## src/rtl/cla_slice_seq.sv

```systemverilog
`default_nettype none
// ============================================================================
// Module   : cla_slice_seq
// Purpose  : Multi-cycle adder. It pushes a WIDTH-bit add through one
//            SLICE-bit slice per cycle and keeps the carry in a register.
//            Defining CLA_SLICE_SEQ_SUB_EN enables a - b on sub=1.
// Revision : 1.0 - initial release
// ============================================================================
module cla_slice_seq #(
  parameter int WIDTH = 16,
  parameter int SLICE = 2
) (
  input  logic             clk,
  input  logic             rst,
  input  logic             in_valid,
  output logic             in_ready,
  input  logic [WIDTH-1:0] a,
  input  logic [WIDTH-1:0] b,
  input  logic             c_in,
  input  logic             sub,
  output logic             out_valid,
  input  logic             out_ready,
  output logic [WIDTH-1:0] sum,
  output logic             c_out,
  output logic             busy
);

  localparam int N  = WIDTH / SLICE;
  localparam int CW = (N > 1) ? $clog2(N) : 1;
  localparam logic [CW-1:0] C_LAST = CW'(N - 1);

  typedef enum logic [1:0] {
    IDLE = 2'd0,
    RUN  = 2'd1,
    DONE = 2'd2
  } state_t;

  state_t           r_state;
  state_t           w_next;
  logic [WIDTH-1:0] r_a_sh;
  logic [WIDTH-1:0] r_b_sh;
  logic [WIDTH-1:0] r_res;
  logic [WIDTH-1:0] r_sum;
  logic             r_carry;
  logic             r_c_out;
  logic             r_out_valid;
  logic [CW-1:0]    r_cnt;

  logic [SLICE:0]   w_add;
  logic [WIDTH-1:0] w_res_next;
  logic             w_last;
  logic             w_accept;
  logic [WIDTH-1:0] w_b_load;
  logic             w_c_load;

`ifdef CLA_SLICE_SEQ_SUB_EN
  // Two's-complement subtract: invert b and force the carry-in to one.
  assign w_b_load = sub ? ~b : b;
  assign w_c_load = sub ? 1'b1 : c_in;
`else
  logic w_unused_sub;
  assign w_unused_sub = sub;
  assign w_b_load     = b;
  assign w_c_load     = c_in;
`endif

  assign w_accept = in_valid && (r_state == IDLE);
  assign w_last   = (r_cnt == C_LAST);

  assign w_add = {1'b0, r_a_sh[SLICE-1:0]}
               + {1'b0, r_b_sh[SLICE-1:0]}
               + {{SLICE{1'b0}}, r_carry};

  // Each new slice goes in at the top. After N shifts the first slice sits at bit 0.
  assign w_res_next = (r_res >> SLICE)
                    | (WIDTH'(w_add[SLICE-1:0]) << (WIDTH - SLICE));

  always_ff @(posedge clk or posedge rst) begin
    if (rst) begin
      r_state <= IDLE;
    end else begin
      r_state <= w_next;
    end
  end

  always_comb begin
    w_next = r_state;
    case (r_state)
      IDLE:    if (in_valid)  w_next = RUN;
      RUN:     if (w_last)    w_next = DONE;
      DONE:    if (out_ready) w_next = IDLE;
      default: w_next = IDLE;
    endcase
  end

  always_ff @(posedge clk or posedge rst) begin
    if (rst) begin
      r_a_sh      <= '0;
      r_b_sh      <= '0;
      r_res       <= '0;
      r_sum       <= '0;
      r_carry     <= 1'b0;
      r_c_out     <= 1'b0;
      r_out_valid <= 1'b0;
      r_cnt       <= '0;
    end else begin
      if (w_accept) begin
        r_a_sh  <= a;
        r_b_sh  <= w_b_load;
        r_carry <= w_c_load;
        r_cnt   <= '0;
      end else if (r_state == RUN) begin
        r_a_sh  <= r_a_sh >> SLICE;
        r_b_sh  <= r_b_sh >> SLICE;
        r_res   <= w_res_next;
        r_carry <= w_add[SLICE];
        if (w_last) begin
          r_sum       <= w_res_next;
          r_c_out     <= w_add[SLICE];
          r_out_valid <= 1'b1;
        end else begin
          r_cnt <= r_cnt + 1'b1;
        end
      end else if ((r_state == DONE) && out_ready) begin
        r_out_valid <= 1'b0;
      end
    end
  end

  assign in_ready  = (r_state == IDLE);
  assign busy      = (r_state == RUN) || (r_state == DONE);
  assign out_valid = r_out_valid;
  assign sum       = r_sum;
  assign c_out     = r_c_out;

endmodule
`default_nettype wire

```

## config.mk

```make
export PLATFORM = sky130hd
export DESIGN_NAME = cla_slice_seq
export DESIGN_NICKNAME = d
export VERILOG_FILES = /design/src/rtl/cla_slice_seq.sv
export SDC_FILE = /design/constraint.sdc
export NUM_CORES = 1
export LEC_CHECK = 0
export CORE_MARGIN = 5
export CORE_UTILIZATION = 50
export DETAILED_ROUTE_END_ITERATION = 10
export HOLD_SLACK_MARGIN = 0.02
export PLACE_DENSITY = 0.77
export REMOVE_ABC_BUFFERS = 1
export SYNTH_ARGS = -nofsm -noshare
export SYNTH_HDL_FRONTEND = slang
export SYNTH_SLANG_ARGS = --single-unit
```

## constraint.sdc

```tcl
create_clock -name clk -period 2.8 [get_ports clk]
set_input_delay 0.56 -clock clk [delete_from_list [all_inputs] [get_ports clk]]
set_output_delay 0.56 -clock clk [all_outputs]
set_load 0.005 [all_outputs]
```

==> results by group <==
Floorplanning
  • Die Y: about 89 um
  • DIE AREA: 0.00793 mm2
  • Die Wd: 89.0 um
  • Core area: around 0.0060 mm2
  • I/O pin total: 58
  • Num rows: 28
  • Initial Util: 52.1%

GRT
  • Remaining global-route overflow: 0
  • Total Routing Usage GR: around 15%
  • Initial antenna violation count: 0
  • Vias in the first global route: ~2100
  • First-pass GRT wire length: a little over 9000 um
  • Largest net degree at the start of global routing: 50

Worst setup path
  • Max incr delay on CP: approximately 540 ps
  • Worst setup SP type: flip-flop
  • Crit Path Class: flip-flop to output port
  • CP delay by family, top: buffers and inverters
  • CP required: approximately 2200 ps
  • CP max FO: 4
  • Element type at the critical path end: output port
  • Buffers and inverters on the worst path: 2
  • CP cell instances: inv_1, ha_1, clkdlybuf4s50_1
  • Slowest CP cell: clkdlybuf4s50_1
  • Worst Path Arrival: between 1500 and 2000 ps

Place
  • Placed Cells: approximately 380
  • GPL Wtd Cong: around 0.74
  • IO buf count: 56
  • Post-DP HPWL: 3830 um

Power
  • Total Power: roughly 3.9 mW
  • PwrDens: ~1000 mW/mm2
  • P_leak: roughly 1.8 nW
  • Max rail drop VDD: around 0.00044 V

Timing
  • FMAX: 457 MHz
  • Final setup violating endpoints: 0
  • Final Slew Violations: 0
  • Clock skew: 6.81 ps
  • Number of hold violations in the final report: 0
  • RSZ-0062 raised after global routing: no
  • Tcrit/Tclk final: 78.2%
  • Headroom to the max-slew limit: approximately 65%
  • Worst-Margin Slew: 526 ps
  • Final min period: between 2000 and 2500 ps

Clock network
  • H-tree levels: 3
  • Clock Tree Root: clkbuf_8
  • Clock buffer depth: 2
  • Resized cells post-CTS: 0
  • Num Clock Sinks: 70
  • Hold buffer count at CTS: 0
  • Total CTS buffers: 9
  • CTS tree: done
  • Clock transition at the registers of the reported paths: about 70 ps
  • Clk Latency, worst-skew pair: approximately 330 ps
  • Post-CTS setup repair buffer count: 0

Drt
  • TritonRoute pass-1 iters: 4
  • Wire per inst: 13.7 um
  • Total routed wirelength: between 5000 and 6000 um
  • Vias per Instance: about 5.0
  • Residual DRC: 0
  • Antenna viol nets, final: 0
  • Via count: between 1500 and 2000
  • Initial DRC Count: 58

Synth
  • FF+latch count, synth: 70
  • Register area share after synthesis: 56.1%
  • Post-Syn Area per Cell: about 12 um2
  • Mapped Cells: 256
  • Mapped Area: roughly 0.0031 mm2
  • Count of warnings emitted by yosys: 0
  • Yosys cell types: 21

Layout
  • Filler Cells Inserted: approximately 460
  • Layout cells sized above 1: slightly below 10%
  • Non-Filler Instances: between 300 and 400
  • Register cell area after layout: approximately 0.0018 mm2
  • Synthesis-to-layout area growth: 24.4%
  • # diodes: 0
  • Final nets: 360
  • Area of the multi-input gates: between 0.001 and 0.0015 mm2

Run status
  • Status: complete, no violations

Worst hold path
  • HP Class: flip-flop to flip-flop

Flow run
  • Maxcap violations: 0
through the flow:
step	util, %	worst slack (ps)	TNS [ps]	hold WS [ps]	area (um2)
5_1_grt	64.9	508	0	527	3890
6_report	64.9	610	0	492	3890
4_1_cts	64.9	576	0	494	3890
2_1_floorplan	-	-323	-4670	458	3020
3_3_place_gp	62.3	807	0	469	3730
3_5_place_dp	62.3	794	0	479	3730
report_power, final:
part	total [mW]	leakage, nW	internal, mW	switching, mW
Combinational	1.53	0.824	0.814	0.717
Sequential	1.68	0.869	1.45	0.234
Clock	0.676	0.0821	0.334	0.343
Total	3.89	1.78	2.60	1.29
sequential cells by signal, summed over array words and instances (netlist names):
register   cells
r_a_sh        16
c_out          1
sum           16
r_cnt          3
r_b_sh        16
r_state        2
out_valid      1
r_res         14
r_carry        1
cell families (layout without fill, tap and decap cells):
kind of cell	Yosys count	count (layout)	synth area share, %
multiplexers	61	61	21.5
XOR/XNOR	1	1	0.280
adder cells (fa/ha/maj)	8	8	3.69
AND/OR/NAND/NOR	48	48	6.49
AO/OA/AOI/OAI	40	40	7.09
buffers and inverters	28	89	4.89
flip-flops	70	70	56.1
synthesized netlist by cell type:
cell type | number | area, um2
a221oi_4 | 1 | 26.3
nand3_4 | 1 | 17.5
buf_2 | 8 | 40.0
and2_1 | 1 | 6.26
buf_4 | 2 | 15.0
nand2_1 | 40 | 150
and2b_4 | 1 | 10.0
inv_1 | 13 | 48.8
mux2_4 | 7 | 105
fa_1 | 2 | 40.0
o21ai_0 | 1 | 5.00
xnor2_1 | 1 | 8.76
nor2_1 | 5 | 18.8
o21ai_1 | 34 | 170
dfrtp_1 | 70 | 1750
ha_1 | 6 | 75.1
buf_6 | 4 | 45.0
mux2_1 | 20 | 225
mux2i_1 | 34 | 340
a21oi_1 | 4 | 20.0
inv_2 | 1 | 3.75
worst paths after layout:
check / from / end / slack, ps / cells past startpoint
max: r_state[1]$_DFFE_PP0P_ / in_ready / 610 / 3
min: r_res[2]$_DFFE_PP0P_ / r_res[2]$_DFFE_PP0P_ / 490 / 1
max reg2reg: r_state[1]$_DFFE_PP0P_ / sum[7]$_DFFE_PP0P_ / 990 / 4
min reg2reg: r_res[2]$_DFFE_PP0P_ / r_res[2]$_DFFE_PP0P_ / 490 / 1
max in group asynchronous: rst / r_res[8]$_DFFE_PP0P_ / 1460 / 3
min in group asynchronous: rst / r_carry$_DFFE_PP0P_ / 600 / 2
final cells by class:
type / count / share of cell area, %
sequential: 70 / 45.1
multi-input combinational: 158 / 31.5
timing repair buffer: 61 / 15.7
clock buffer: 12 / 3.73
tap: 75 / 2.41
inverter: 14 / 1.35
clock inverter: 2 / 0.258
layout by cell type (no fill, tap or decap), types with 2 or more instances in the layout:
master	n
dfrtp_1	70
clkdlybuf4s50_1	56
nand2_1	40
o21ai_1	34
mux2i_1	34
mux2_1	20
inv_1	12
clkbuf_8	10
mux2_4	7
nor2_1	5
ha_1	5
a21oi_1	4
buf_4	4
inv_2	2
fa_1	2
clkinv_2	2
clkbuf_1	2
routing by layer:
layer	global-route usage, %	routed length, um	share of wire, %	up-vias
met5	0	0	0	-
met4	5.28	46	0.86	0
met3	5.62	396	7.4	4
met2	24.9	2500	47	51
met1	19.4	2430	45	936
li1	-	-	-	982
(Power assumes the default switching activity.)
